$ cat config.mk
export PLATFORM = sky130hd
export DESIGN_NAME = tablet_fill_ctrl_flat
export DESIGN_NICKNAME = d
export VERILOG_FILES = /design/src/rtl/tablet_fill_ctrl_pkg.sv /design/src/rtl/tablet_fill_ctrl_if.sv /design/src/rtl/tablet_fill_ctrl_tick_gen.sv /design/src/rtl/tablet_fill_ctrl.sv /design/src/flat_wrapper.sv
export SDC_FILE = /design/constraint.sdc
export NUM_CORES = 1
export LEC_CHECK = 0
export CAP_MARGIN = 20
export CELL_PAD_IN_SITES_DETAIL_PLACEMENT = 1
export CELL_PAD_IN_SITES_GLOBAL_PLACEMENT = 1
export CORE_ASPECT_RATIO = 1.2
export CORE_MARGIN = 2
export CORE_UTILIZATION = 42
export CTS_CLUSTER_DIAMETER = 80
export CTS_CLUSTER_SIZE = 24
export DETAILED_ROUTE_END_ITERATION = 10
export GPL_TIMING_DRIVEN = 0
export PLACE_DENSITY = 0.77
export SLEW_MARGIN = 10
export SYNTH_ARGS = -nofsm -noshare
export SYNTH_HDL_FRONTEND = slang
export SYNTH_HIERARCHICAL = 1
export SYNTH_SLANG_ARGS = --single-unit
$ cat constraint.sdc
create_clock -name clk -period 4.6 [get_ports clk]
set_clock_uncertainty 0.1 [all_clocks]
set_input_delay 0.92 -clock clk [delete_from_list [all_inputs] [get_ports clk]]
set_output_delay 0.92 -clock clk [all_outputs]
set_load 0.005 [all_outputs]
$ cat src/rtl/tablet_fill_ctrl_pkg.sv
// tablet_pkg: shared types and defaults for the tablet fill controller.
//   state_t      - FSM state codes, also driven out on the debug state port
//   *_DEFAULT    - default pill clamp and prescaler divide ratio
//   clamp_pills  - effective pill target = min(v, max_v)
// Optional build macro used by the files that import this package: PILL_SENSOR_EN.
package tablet_pkg;

    typedef enum logic [2:0] {
        ST_IDLE   = 3'd0,
        ST_FILL   = 3'd1,
        ST_SWAP   = 3'd2,
        ST_PAUSED = 3'd3,
        ST_DONE   = 3'd4
    } state_t;

    localparam int unsigned MAX_PILLS_DEFAULT = 50;
    localparam int unsigned TICK_DIV_DEFAULT  = 50000000;

    function automatic int unsigned clamp_pills(input int unsigned v, input int unsigned max_v);
        return (v > max_v) ? max_v : v;
    endfunction

endpackage

$ cat src/rtl/tablet_fill_ctrl_if.sv
// tablet_fill_ctrl_if: front-panel / display bundle of the tablet fill controller.
//   master: panel side, drives start, pause, set_pills, set_bottles (and pill_sense)
//   slave : controller side, drives pill_cnt, bottle_cnt, total, bottle_full,
//           busy, done, warning, state
// Build macro: PILL_SENSOR_EN adds the pill_sense sensor input.
interface tablet_fill_ctrl_if #(
    parameter int unsigned PILL_W = 7,
    parameter int unsigned BOT_W  = 7,
    parameter int unsigned SUM_W  = 10
);
    logic              start;
    logic              pause;
    logic [PILL_W-1:0] set_pills;
    logic [BOT_W-1:0]  set_bottles;
    logic [PILL_W-1:0] pill_cnt;
    logic [BOT_W-1:0]  bottle_cnt;
    logic [SUM_W-1:0]  total;
    logic              bottle_full;
    logic              busy;
    logic              done;
    logic              warning;
    logic [2:0]        state;

`ifdef PILL_SENSOR_EN
    logic              pill_sense;

    modport master (
        output start, pause, set_pills, set_bottles, pill_sense,
        input  pill_cnt, bottle_cnt, total, bottle_full, busy, done, warning, state
    );
    modport slave (
        input  start, pause, set_pills, set_bottles, pill_sense,
        output pill_cnt, bottle_cnt, total, bottle_full, busy, done, warning, state
    );
`else
    modport master (
        output start, pause, set_pills, set_bottles,
        input  pill_cnt, bottle_cnt, total, bottle_full, busy, done, warning, state
    );
    modport slave (
        input  start, pause, set_pills, set_bottles,
        output pill_cnt, bottle_cnt, total, bottle_full, busy, done, warning, state
    );
`endif

endinterface

$ cat src/rtl/tablet_fill_ctrl_tick_gen.sv
// tablet_tick_gen: single-clk pill tick source.
//   clk, reset    - system clock, synchronous active-high reset
//   i_en          - count enable (controller in FILL or SWAP)
//   i_clr         - clear the prescaler at batch start
//   i_pill_sense  - optical sensor input (PILL_SENSOR_EN builds only)
//   o_tick        - one-clk tick
// Build macro: PILL_SENSOR_EN replaces the prescaler with a synchronised sensor edge.
module tablet_tick_gen
    import tablet_pkg::*;
#(
    parameter int unsigned TICK_DIV = TICK_DIV_DEFAULT
) (
    input  logic clk,
    input  logic reset,
    input  logic i_en,
    input  logic i_clr,
`ifdef PILL_SENSOR_EN
    input  logic i_pill_sense,
`endif
    output logic o_tick
);

`ifdef PILL_SENSOR_EN
    // [0],[1]: synchroniser; [2]: previous synchronised value for edge detect
    logic [2:0] r_sync;

    always_ff @(posedge clk) begin
        if (reset) r_sync <= '0;
        else       r_sync <= {r_sync[1:0], i_pill_sense};
    end

    assign o_tick = i_en & ~i_clr & r_sync[1] & ~r_sync[2];
`else
    localparam int unsigned CNT_W = $clog2(TICK_DIV);

    logic [CNT_W-1:0] r_cnt;
    logic             w_wrap;

    assign w_wrap = (r_cnt == CNT_W'(TICK_DIV - 1));

    always_ff @(posedge clk) begin
        if (reset || i_clr) r_cnt <= '0;
        else if (i_en)      r_cnt <= w_wrap ? '0 : r_cnt + CNT_W'(1);
    end

    assign o_tick = i_en & w_wrap;
`endif

endmodule

$ cat src/rtl/tablet_fill_ctrl.sv
// tablet_fill_ctrl: counts pills into bottles, swaps bottles, keeps a running
// pill total, supports pause with re-setting of the pill target and flags overfill.
//   clk, reset - system clock, synchronous active-high reset
//   ctl        - tablet_fill_ctrl_if.slave: panel inputs in, counts/flags/state out
// Build macro: PILL_SENSOR_EN counts sensor edges instead of prescaler ticks and
// makes SWAP last a single clk.
module tablet_fill_ctrl
    import tablet_pkg::*;
#(
    parameter int unsigned PILL_W    = 7,
    parameter int unsigned BOT_W     = 7,
    parameter int unsigned SUM_W     = 10,
    parameter int unsigned MAX_PILLS = MAX_PILLS_DEFAULT,
    parameter int unsigned TICK_DIV  = TICK_DIV_DEFAULT
) (
    input logic              clk,
    input logic              reset,
    tablet_fill_ctrl_if.slave ctl
);

    state_t            r_state, w_state_nxt;
    state_t            r_ret, w_ret_nxt;
    logic [PILL_W-1:0] r_pill, w_pill_nxt;
    logic [BOT_W-1:0]  r_bot, w_bot_nxt;
    logic [SUM_W-1:0]  r_total, w_total_nxt;
    logic [PILL_W-1:0] r_ptgt, w_ptgt_nxt;
    logic [BOT_W-1:0]  r_btgt, w_btgt_nxt;
    logic              r_full, w_full_nxt;
    logic              r_start_d;

    logic              w_start_edge;
    logic              w_tick;
    logic              w_swap_end;
    logic              w_clr;
    logic              w_en;
    logic [PILL_W-1:0] w_ptgt_live;

    assign w_start_edge = ctl.start & ~r_start_d;
    assign w_ptgt_live  = PILL_W'(clamp_pills(32'(ctl.set_pills), MAX_PILLS));
    assign w_en         = (r_state == ST_FILL) || (r_state == ST_SWAP);

    tablet_tick_gen #(
        .TICK_DIV (TICK_DIV)
    ) u_tick (
        .clk          (clk),
        .reset        (reset),
        .i_en         (w_en),
        .i_clr        (w_clr),
`ifdef PILL_SENSOR_EN
        .i_pill_sense (ctl.pill_sense),
`endif
        .o_tick       (w_tick)
    );

`ifdef PILL_SENSOR_EN
    assign w_swap_end = 1'b1;
`else
    assign w_swap_end = w_tick;
`endif

    always_comb begin
        w_state_nxt = r_state;
        w_ret_nxt   = r_ret;
        w_pill_nxt  = r_pill;
        w_bot_nxt   = r_bot;
        w_total_nxt = r_total;
        w_ptgt_nxt  = r_ptgt;
        w_btgt_nxt  = r_btgt;
        w_full_nxt  = 1'b0;
        w_clr       = 1'b0;

        case (r_state)
            ST_IDLE, ST_DONE: begin
                if (w_start_edge && (w_ptgt_live != '0) && (ctl.set_bottles != '0)) begin
                    w_pill_nxt  = '0;
                    w_bot_nxt   = '0;
                    w_ptgt_nxt  = w_ptgt_live;
                    w_btgt_nxt  = ctl.set_bottles;
                    w_clr       = 1'b1;
                    w_state_nxt = ST_FILL;
                end
            end
            ST_FILL: begin
                if (ctl.pause) begin
                    w_ret_nxt   = ST_FILL;
                    w_state_nxt = ST_PAUSED;
                end else if (w_tick) begin
                    w_pill_nxt  = r_pill + PILL_W'(1);
                    w_total_nxt = r_total + SUM_W'(1);
                    if (w_pill_nxt == r_ptgt) begin
                        w_full_nxt  = 1'b1;
                        w_bot_nxt   = r_bot + BOT_W'(1);
                        w_state_nxt = (w_bot_nxt == r_btgt) ? ST_DONE : ST_SWAP;
                    end
                end
            end
            ST_SWAP: begin
                if (ctl.pause) begin
                    w_ret_nxt   = ST_SWAP;
                    w_state_nxt = ST_PAUSED;
                end else if (w_swap_end) begin
                    w_pill_nxt  = '0;
                    w_state_nxt = ST_FILL;
                end
            end
            ST_PAUSED: begin
                if (!ctl.pause) begin
                    w_ptgt_nxt = w_ptgt_live;
                    // A lowered target may already be met: close the bottle on release
                    if ((r_ret == ST_FILL) && (r_pill >= w_ptgt_live)) begin
                        w_full_nxt  = 1'b1;
                        w_bot_nxt   = r_bot + BOT_W'(1);
                        w_state_nxt = (w_bot_nxt == r_btgt) ? ST_DONE : ST_SWAP;
                    end else begin
                        w_state_nxt = r_ret;
                    end
                end
            end
            default: w_state_nxt = ST_IDLE;
        endcase
    end

    always_ff @(posedge clk) begin
        if (reset) begin
            r_state   <= ST_IDLE;
            r_ret     <= ST_IDLE;
            r_pill    <= '0;
            r_bot     <= '0;
            r_total   <= '0;
            r_ptgt    <= '0;
            r_btgt    <= '0;
            r_full    <= 1'b0;
            r_start_d <= 1'b0;
        end else begin
            r_state   <= w_state_nxt;
            r_ret     <= w_ret_nxt;
            r_pill    <= w_pill_nxt;
            r_bot     <= w_bot_nxt;
            r_total   <= w_total_nxt;
            r_ptgt    <= w_ptgt_nxt;
            r_btgt    <= w_btgt_nxt;
            r_full    <= w_full_nxt;
            r_start_d <= ctl.start;
        end
    end

    assign ctl.pill_cnt    = r_pill;
    assign ctl.bottle_cnt  = r_bot;
    assign ctl.total       = r_total;
    assign ctl.bottle_full = r_full;
    assign ctl.busy        = (r_state == ST_FILL) || (r_state == ST_SWAP) || (r_state == ST_PAUSED);
    assign ctl.done        = (r_state == ST_DONE);
    // While paused the operator sees the effect of a new setting before release
    assign ctl.warning     = (r_state == ST_PAUSED) ? (r_pill > w_ptgt_live) : (r_pill > r_ptgt);
    assign ctl.state       = r_state;

endmodule

$ cat src/flat_wrapper.sv
// flat-port wrapper written by rule: the top's interface ports become plain ports
module tablet_fill_ctrl_flat import tablet_pkg::*;
#(
    parameter int unsigned PILL_W    = 7,
    parameter int unsigned BOT_W     = 7,
    parameter int unsigned SUM_W     = 10,
    parameter int unsigned MAX_PILLS = MAX_PILLS_DEFAULT,
    parameter int unsigned TICK_DIV  = TICK_DIV_DEFAULT
)
  (clk, reset, ctl_start, ctl_pause, ctl_set_pills, ctl_set_bottles, ctl_pill_cnt, ctl_bottle_cnt, ctl_total, ctl_bottle_full, ctl_busy, ctl_done, ctl_warning, ctl_state);
  tablet_fill_ctrl_if #(.PILL_W(PILL_W), .BOT_W(BOT_W), .SUM_W(SUM_W)) ctl_i ();
  input logic clk;
  input logic reset;
  input wire logic [$bits(ctl_i.start)-1:0] ctl_start;
  input wire logic [$bits(ctl_i.pause)-1:0] ctl_pause;
  input wire logic [$bits(ctl_i.set_pills)-1:0] ctl_set_pills;
  input wire logic [$bits(ctl_i.set_bottles)-1:0] ctl_set_bottles;
  output wire logic [$bits(ctl_i.pill_cnt)-1:0] ctl_pill_cnt;
  output wire logic [$bits(ctl_i.bottle_cnt)-1:0] ctl_bottle_cnt;
  output wire logic [$bits(ctl_i.total)-1:0] ctl_total;
  output wire logic [$bits(ctl_i.bottle_full)-1:0] ctl_bottle_full;
  output wire logic [$bits(ctl_i.busy)-1:0] ctl_busy;
  output wire logic [$bits(ctl_i.done)-1:0] ctl_done;
  output wire logic [$bits(ctl_i.warning)-1:0] ctl_warning;
  output wire logic [$bits(ctl_i.state)-1:0] ctl_state;
  assign ctl_i.start = ctl_start;
  assign ctl_i.pause = ctl_pause;
  assign ctl_i.set_pills = ctl_set_pills;
  assign ctl_i.set_bottles = ctl_set_bottles;
  assign ctl_pill_cnt = ctl_i.pill_cnt;
  assign ctl_bottle_cnt = ctl_i.bottle_cnt;
  assign ctl_total = ctl_i.total;
  assign ctl_bottle_full = ctl_i.bottle_full;
  assign ctl_busy = ctl_i.busy;
  assign ctl_done = ctl_i.done;
  assign ctl_warning = ctl_i.warning;
  assign ctl_state = ctl_i.state;
  tablet_fill_ctrl #(.PILL_W(PILL_W), .BOT_W(BOT_W), .SUM_W(SUM_W), .MAX_PILLS(MAX_PILLS), .TICK_DIV(TICK_DIV)) u_core (.clk(clk), .reset(reset), .ctl(ctl_i));
endmodule
==> results of run 1 <==
per-stage QoR:
step	cell area [um2]	worst slack (ns)	hold WS, ns	total power, mW
6_report	5330	0.370	0.368	1.80
5_1_grt	5330	0.0734	0.395	1.88
4_1_cts	5310	0.00426	0.372	1.81
3_5_place_dp	4980	0.0367	0.364	1.04
3_3_place_gp	4980	0.103	0.356	1.03
2_1_floorplan	4360	1.23	0.348	0.922
flip-flops by register name, summed over array words and instances, names as in the netlist, 2 cells and up:
register               flops
u_core/r_ret               2
u_core/ctl.bottle_cnt      7
u_core/r_btgt              7
u_core/u_tick/r_cnt       26
u_core/ctl.pill_cnt        7
u_core/ctl.total          10
u_core/r_ptgt              7
u_core/ctl.state           3
layout by cell type (no fill, tap or decap), drive strengths merged, types with 6 or more instances in the layout:
| cell | count |
|---|---|
| nor2b | 11 |
| or4 | 13 |
| nor2 | 49 |
| and3 | 9 |
| clkbuf | 29 |
| clkdlybuf4s50 | 46 |
| nand4 | 23 |
| dfxtp | 71 |
| inv | 20 |
| nor4 | 6 |
| o31ai | 12 |
| a21oi | 45 |
| nand3 | 22 |
| or3 | 12 |
| xor2 | 21 |
| o21ai | 24 |
| nor3 | 9 |
| a31oi | 6 |
| ha | 19 |
| buf | 8 |
| xnor2 | 15 |
| o41ai | 8 |
| nand2b | 6 |
| nand2 | 52 |
worst max-delay path, stage by stage (launching register included):
cell,delay [ns]
dfxtp_1,0.47
clkbuf_1,0.44
xnor2_1,0.12
nor2_1,0.15
buf_4,0.18
and4_2,0.20
clkbuf_1,0.28
nand4_1,0.13
nor3_1,0.58
nor2_1,0.10
nor3_1,0.41
a21oi_2,0.13
or2b_2,0.38
o41ai_2,0.31
o22ai_2,0.10
cell families (layout without fill, tap and decap cells):
logic type | Yosys count | in the layout
other | 1 | 1
xor gates and xnor gates | 36 | 36
DFF | 71 | 71
and+or+nand+nor | 234 | 234
muxes | 3 | 3
buffers and inverters | 46 | 109
adders and majority gates | 19 | 19
AOI/OAI and AO/OA | 132 | 132
cell type report:
type	instances	area share, %
multi-input cells	425	51.8
flip-flops and latches	71	26.7
repair buffers	47	8.87
clock buffers	11	4.55
well taps	126	2.96
plain buffers	26	2.21
clock inverters	5	1.53
inverters	20	1.41
routing by layer:
metal  track usage [%]  vias up  part of all wire, %
met3              3.08       25                  3.2
li1                  -     2114                    -
met2              43.4       82                   51
met4              9.67        0                  2.3
met5                 0        -                    0
met1              28.3     2152                   43
worst max path at each step:
stage | startpoint | end | slack (ns)
4_1_cts | ctl_set_pills[0] | ctl_warning | 0.004
5_1_grt | u_core/ctl.state[1]$_SDFFE_PP0P_ | u_core/ctl.bottle_cnt[2]$_SDFFE_PP0P_ | 0.07
3_3_place_gp | ctl_set_pills[0] | ctl_warning | 0.10
6_report | u_core/ctl.state[1]$_SDFFE_PP0P_ | u_core/ctl.bottle_cnt[2]$_SDFFE_PP0P_ | 0.37
2_1_floorplan | ctl_set_pills[0] | ctl_warning | 1.23
3_5_place_dp | ctl_set_pills[0] | ctl_warning | 0.04
report_power, final:
| group | internal [mW] | total (mW) | switching (mW) |
|---|---|---|---|
| clock network | 0.490 | 0.764 | 0.275 |
| registers | 0.640 | 0.672 | 0.0320 |
| logic | 0.152 | 0.365 | 0.213 |
==> out/metrics.cfg, run 1 <==
[detailed_routing]
first_iter_violations=194
wl_per_cell_um=17.8
wl_um=13000
via_per_inst=5.98
dr.pass1.iters=4
vias=4373
postRouteAntennaNets=0
drc_errors=0

[synthesis]
synth_top_area_share_pct=32.6
synthAdderAreaFrac_pct=5.46
synth_compound_area_share_pct=20.9
ys_top_cells_by_count=71 x dfxtp_1, 51 x nand2_1, 49 x nor2_1
synth_ff_type=dfxtp_1
synth_area_mm2=0.00436
netlist_top_cells_area=dfxtp_1 33%, ha_1 5.5%, a21oi_1 5.1%, nand2_1 4.4%, nor2_1 4.2%
synth_cell_types=71
synthXorXnorAreaFrac_pct=7.24
synth_edf_count=0
yosysMostFrequentCell=dfxtp_1
synth_top_family_by_area=simple AND/OR/NAND/NOR gates
synth-simple-area-share_pct=28.6
synth_seq_area_share_pct=32.6
yosysTopAreaCell=dfxtp_1
async_flop_share_pct=0
syn-num-nets=579
ys_seq_elements=71
synth.avg_cell_area_um2=8.04
yosysWarnings=6
syn-instance-count=542
synth.area.mux_share_pct=0.718

[die]
die_h_um=116
fp.dieW_um=97.0
start_util_pct=43.3
core_area_mm2=0.0101
placementRows=40
die-area_mm2=0.0112
io_pins=49

[timing]
setup_tns_ns=0
rsz0062_at_grt=no
period_share_pct=91.9
hold_viol_final=0
min_period_ns=4.23
relSlewSlack_pct=46.6
max_clock_freq_mhz=236
finalSetupViolCount=0
slew_violations=0
worst_slew_pin_slew_ns=0.800

[layout]
antenna_cells=0
areaGrowthSynthToFinish_pct=22.4
regArea_mm2=0.00142
nNetsFinal=637
final_util_pct=53.0
multi_input_area_mm2=0.00276
fill_cells=1229
fin_cells=731
final_layout_size_suffix_gt1_share_pct=8.43

[clock_tree]
cts_tree=done
holdBufCountCts=0
clkSinkCount=71
clk_path_buf_depth=2
htreeDepth=3
path_clk_slew_ns=0.06
clock_latency_ns=0.34
postCtsSetupBuffers=0
cts_resized=1
numCtsBuffers=9
cts-root-buf=clkbuf_16

[grt]
antenna_found_initial=0
grt_pass1_wl_um=21700
grt_max_degree=13
grt_pass1_vias=4439
grt_usage_pct=23.7
grt_overflow_total=0

[critical_path]
worstSetupEndpointType=flip-flop
r2r_slack_ns=0.37
timing.rr.end=u_core/ctl.bottle_cnt[2]$_SDFFE_PP0P_
worstSetupPathType=reg2reg
r2r-start=u_core/ctl.state[1]$_SDFFE_PP0P_
reg2reg_depth=14
path_max_fanout=10
cp-start-kind=flip-flop
worstPathRequired_ns=4.71
crit_arrival_ns=4.34

[worst_hold_path]
hold_depth=2
hp-class=reg2reg
hold-path-endpoint=u_core/r_btgt[1]$_SDFFE_PP0P_
holdCritStartpoint=u_core/r_btgt[1]$_SDFFE_PP0P_

[placed_design]
placedCellCount=715
io_buffers=47
hpwl_um=9610
gp_congestion=0.839

[power]
powerDensity_mw_per_mm2=338
p_leak_nw=1.89
max-vdd-ir-drop_v=0.000197

[outcome]
status=completed

[job]
cap_viol_max_count=0

(Power assumes the default switching activity.)
==> run 2, diff against run 1 <==
--- a/config.mk
+++ b/config.mk
@@ -10,12 +10,12 @@
 export CELL_PAD_IN_SITES_GLOBAL_PLACEMENT = 1
 export CORE_ASPECT_RATIO = 1.2
 export CORE_MARGIN = 2
-export CORE_UTILIZATION = 42
+export CORE_UTILIZATION = 38
 export CTS_CLUSTER_DIAMETER = 80
 export CTS_CLUSTER_SIZE = 24
 export DETAILED_ROUTE_END_ITERATION = 10
 export GPL_TIMING_DRIVEN = 0
-export PLACE_DENSITY = 0.77
+export PLACE_DENSITY = 0.73
 export SLEW_MARGIN = 10
 export SYNTH_ARGS = -nofsm -noshare
 export SYNTH_HDL_FRONTEND = slang
==> constraint.sdc (replaced) <==
create_clock -name clk -period 3.4 [get_ports clk]
set_clock_uncertainty 0.1 [all_clocks]
set_input_delay 0.68 -clock clk [delete_from_list [all_inputs] [get_ports clk]]
set_output_delay 0.68 -clock clk [all_outputs]
set_load 0.005 [all_outputs]
==> run 2 against run 1 <==
Compared with the run above: critical path depth decreased by 3; register-to-register slack got worse by 0.19 ns; setup slack got worse by 0.27 ns; global-route usage decreased by 1.2 points; combinational power increased by 36%.
==> out/metrics.cfg, run 2 (synthesis results as in run 1) <==
[detailed_routing]
wl_per_cell_um=17.6
postRouteAntennaNets=0
dr.pass1.iters=4
first_iter_violations=165
wl_um=13500
via_per_inst=5.68
vias=4343
drc_errors=0

[critical_path]
crit_family=compound AO/OA/AOI/OAI gates
timing.rr.end=u_core/ctl.bottle_cnt[2]$_SDFFE_PP0P_
worstSetupEndpoint=ctl_warning
cp_num_buf_inv=2
slowest_delay_ns=0.31
crit_arrival_ns=2.52
r2r-start=u_core/ctl.state[1]$_SDFFE_PP0P_
r2r_slack_ns=0.18
crit_chain=dlygate4sd2_1, a211o_1, a31oi_4, nor2b_4, ha_4, nor2b_1, o21ai_1, a21oi_1, nor2_1, o2bb2ai_1, clkbuf_2
crit_cells=11
reg2reg_depth=13
cp-start-kind=input port
worstSetupPathType=in2out
worstSetupEndpointType=output port
crit_path_top_delay_cell=a211o_1
path_max_fanout=4
worstPathRequired_ns=2.62
cp-startpoint=ctl_set_pills[2]

[timing]
relSlewSlack_pct=55.3
worst_slew_pin_slew_ns=0.670
setup_tns_ns=0
hold_viol_final=0
max_clock_freq_mhz=303
finalSetupViolCount=0
slew_violations=0
setup_ws_ns=0.0966
min_period_ns=3.30
period_share_pct=97.2
hold_slack_ns=0.377

[grt]
grt_max_degree=12
grt_pass1_wl_um=22000
grt_usage_pct=22.5
grt_pass1_vias=4382
antenna_found_initial=0
grt_overflow_total=0

[die]
die_h_um=121
die-area_mm2=0.0123
start_util_pct=39.3
fp.dieW_um=102
core_area_mm2=0.0111
io_pins=49
placementRows=42

[worst_hold_path]
hp-class=reg2reg

[placed_design]
preCtsSetupSlack_ns=-0.690
hpwl_um=9890
placedCellCount=743
io_buffers=47
gp_congestion=0.845

[power]
pwr-share-clk_pct=38.9
switching_power_mw=0.698
max-vdd-ir-drop_v=0.000238
seqPwrFrac_pct=39.5
swShare_pct=30.3
finalPower_mw=2.31
p_leak_nw=1.92
p_int_mw=1.61
combPwrFrac_pct=21.6
powerDensity_mw_per_mm2=425

[layout]
fill_cells=1339
final_layout_size_suffix_gt1_share_pct=11.5
multi_input_area_mm2=0.00282
areaGrowthSynthToFinish_pct=24.6
largest_reg_flops=26
fin_cells=765
layout_common_cells=69 x dfxtp_1, 50 x nand2_1, 48 x nor2_1
layout_commonest_cell=dfxtp_1
regMostFlops=u_core/u_tick/r_cnt
regArea_mm2=0.00143
antenna_cells=0
nNetsFinal=643

[clock_tree]
clkSinkCount=71
htreeDepth=3
cts-root-buf=clkbuf_16
path_clk_slew_ns=0.06
clock_latency_ns=0.33
numCtsBuffers=9
cts_tree=done
holdBufCountCts=0
clk_path_buf_depth=2

[job]
cap_viol_max_count=0

[outcome]
status=completed

## run 2: cell count changes in the layout (fill, tap and decap cells not counted), sizes merged
cell           change
buf                +8
bufinv             -2
clkbuf             +2
clkdlybuf4s15      +1
clkdlybuf4s50      -7
dlygate4sd2        +4
## run 2: cell type report
class                      instances  area share [%]
buffer                            25            2.24
clock buffer                      13            4.80
clock inverter                     3           0.323
inverter                          20            1.38
multi-input combinational        425            52.0
sequential                        71            26.3
tap                              154            3.55
timing repair buffer              54            9.43
## run 2: metrics by stage
stage,util [%],area [um2]
final,48.9,5430
after global routing,48.9,5430
after CTS,48.4,5370
after detailed placement,45.3,5020
after global placement,45.3,5020
after floorplan,-,4360
## run 2: worst min path at each step
stage / from / to / slack, ns / cells past startpoint
after floorplan: u_core/r_btgt[0]$_SDFFE_PP0P_ / u_core/r_btgt[0]$_SDFFE_PP0P_ / 0.35 / 2
after global routing: u_core/u_tick/r_cnt[22]$_SDFFE_PP0P_ / u_core/u_tick/r_cnt[22]$_SDFFE_PP0P_ / 0.41 / 2
after CTS: u_core/r_btgt[6]$_SDFFE_PP0P_ / u_core/r_btgt[6]$_SDFFE_PP0P_ / 0.38 / 2
after detailed placement: u_core/r_btgt[6]$_SDFFE_PP0P_ / u_core/r_btgt[6]$_SDFFE_PP0P_ / 0.37 / 2
after global placement: u_core/u_tick/r_cnt[22]$_SDFFE_PP0P_ / u_core/u_tick/r_cnt[22]$_SDFFE_PP0P_ / 0.36 / 2
final: u_core/r_btgt[1]$_SDFFE_PP0P_ / u_core/r_btgt[1]$_SDFFE_PP0P_ / 0.38 / 2
## run 2: metal layers
metal,routed length [um],share of wire [%],vias up,track usage [%]
li1,-,-,2125,-
met1,6050,45,2137,28.1
met2,6770,50,68,38.7
met3,491,3.6,13,4.84
met4,158,1.2,0,6.42
met5,0,0,-,0
## run 2: worst reg2reg max path, cell delays in order, from the launching register on
cell,delay (ns)
dfxtp_2,0.38
clkbuf_4,0.23
xnor2_1,0.08
nor2_1,0.11
buf_4,0.18
and4_4,0.28
nand4_1,0.17
nor3_4,0.33
nor2_1,0.09
nor3_2,0.24
a21oi_2,0.11
or2b_2,0.38
o41ai_2,0.32
o22ai_2,0.10
## run 2: power groups by stage
stage	sequential (mW)	combinational (mW)	clock, mW
after global routing	0.917	0.550	0.961
after floorplan	0.914	0.333	0
after global placement	0.923	0.471	0
final	0.913	0.498	0.897
after CTS	0.910	0.490	0.923
after detailed placement	0.927	0.482	0
## run 2: what timing repair did
action                     in CTS  in global routing
setup buffers                   3                  4
pin swaps                       3                  7
setup endpoints to repair      29                 14
resized for setup              24                 16
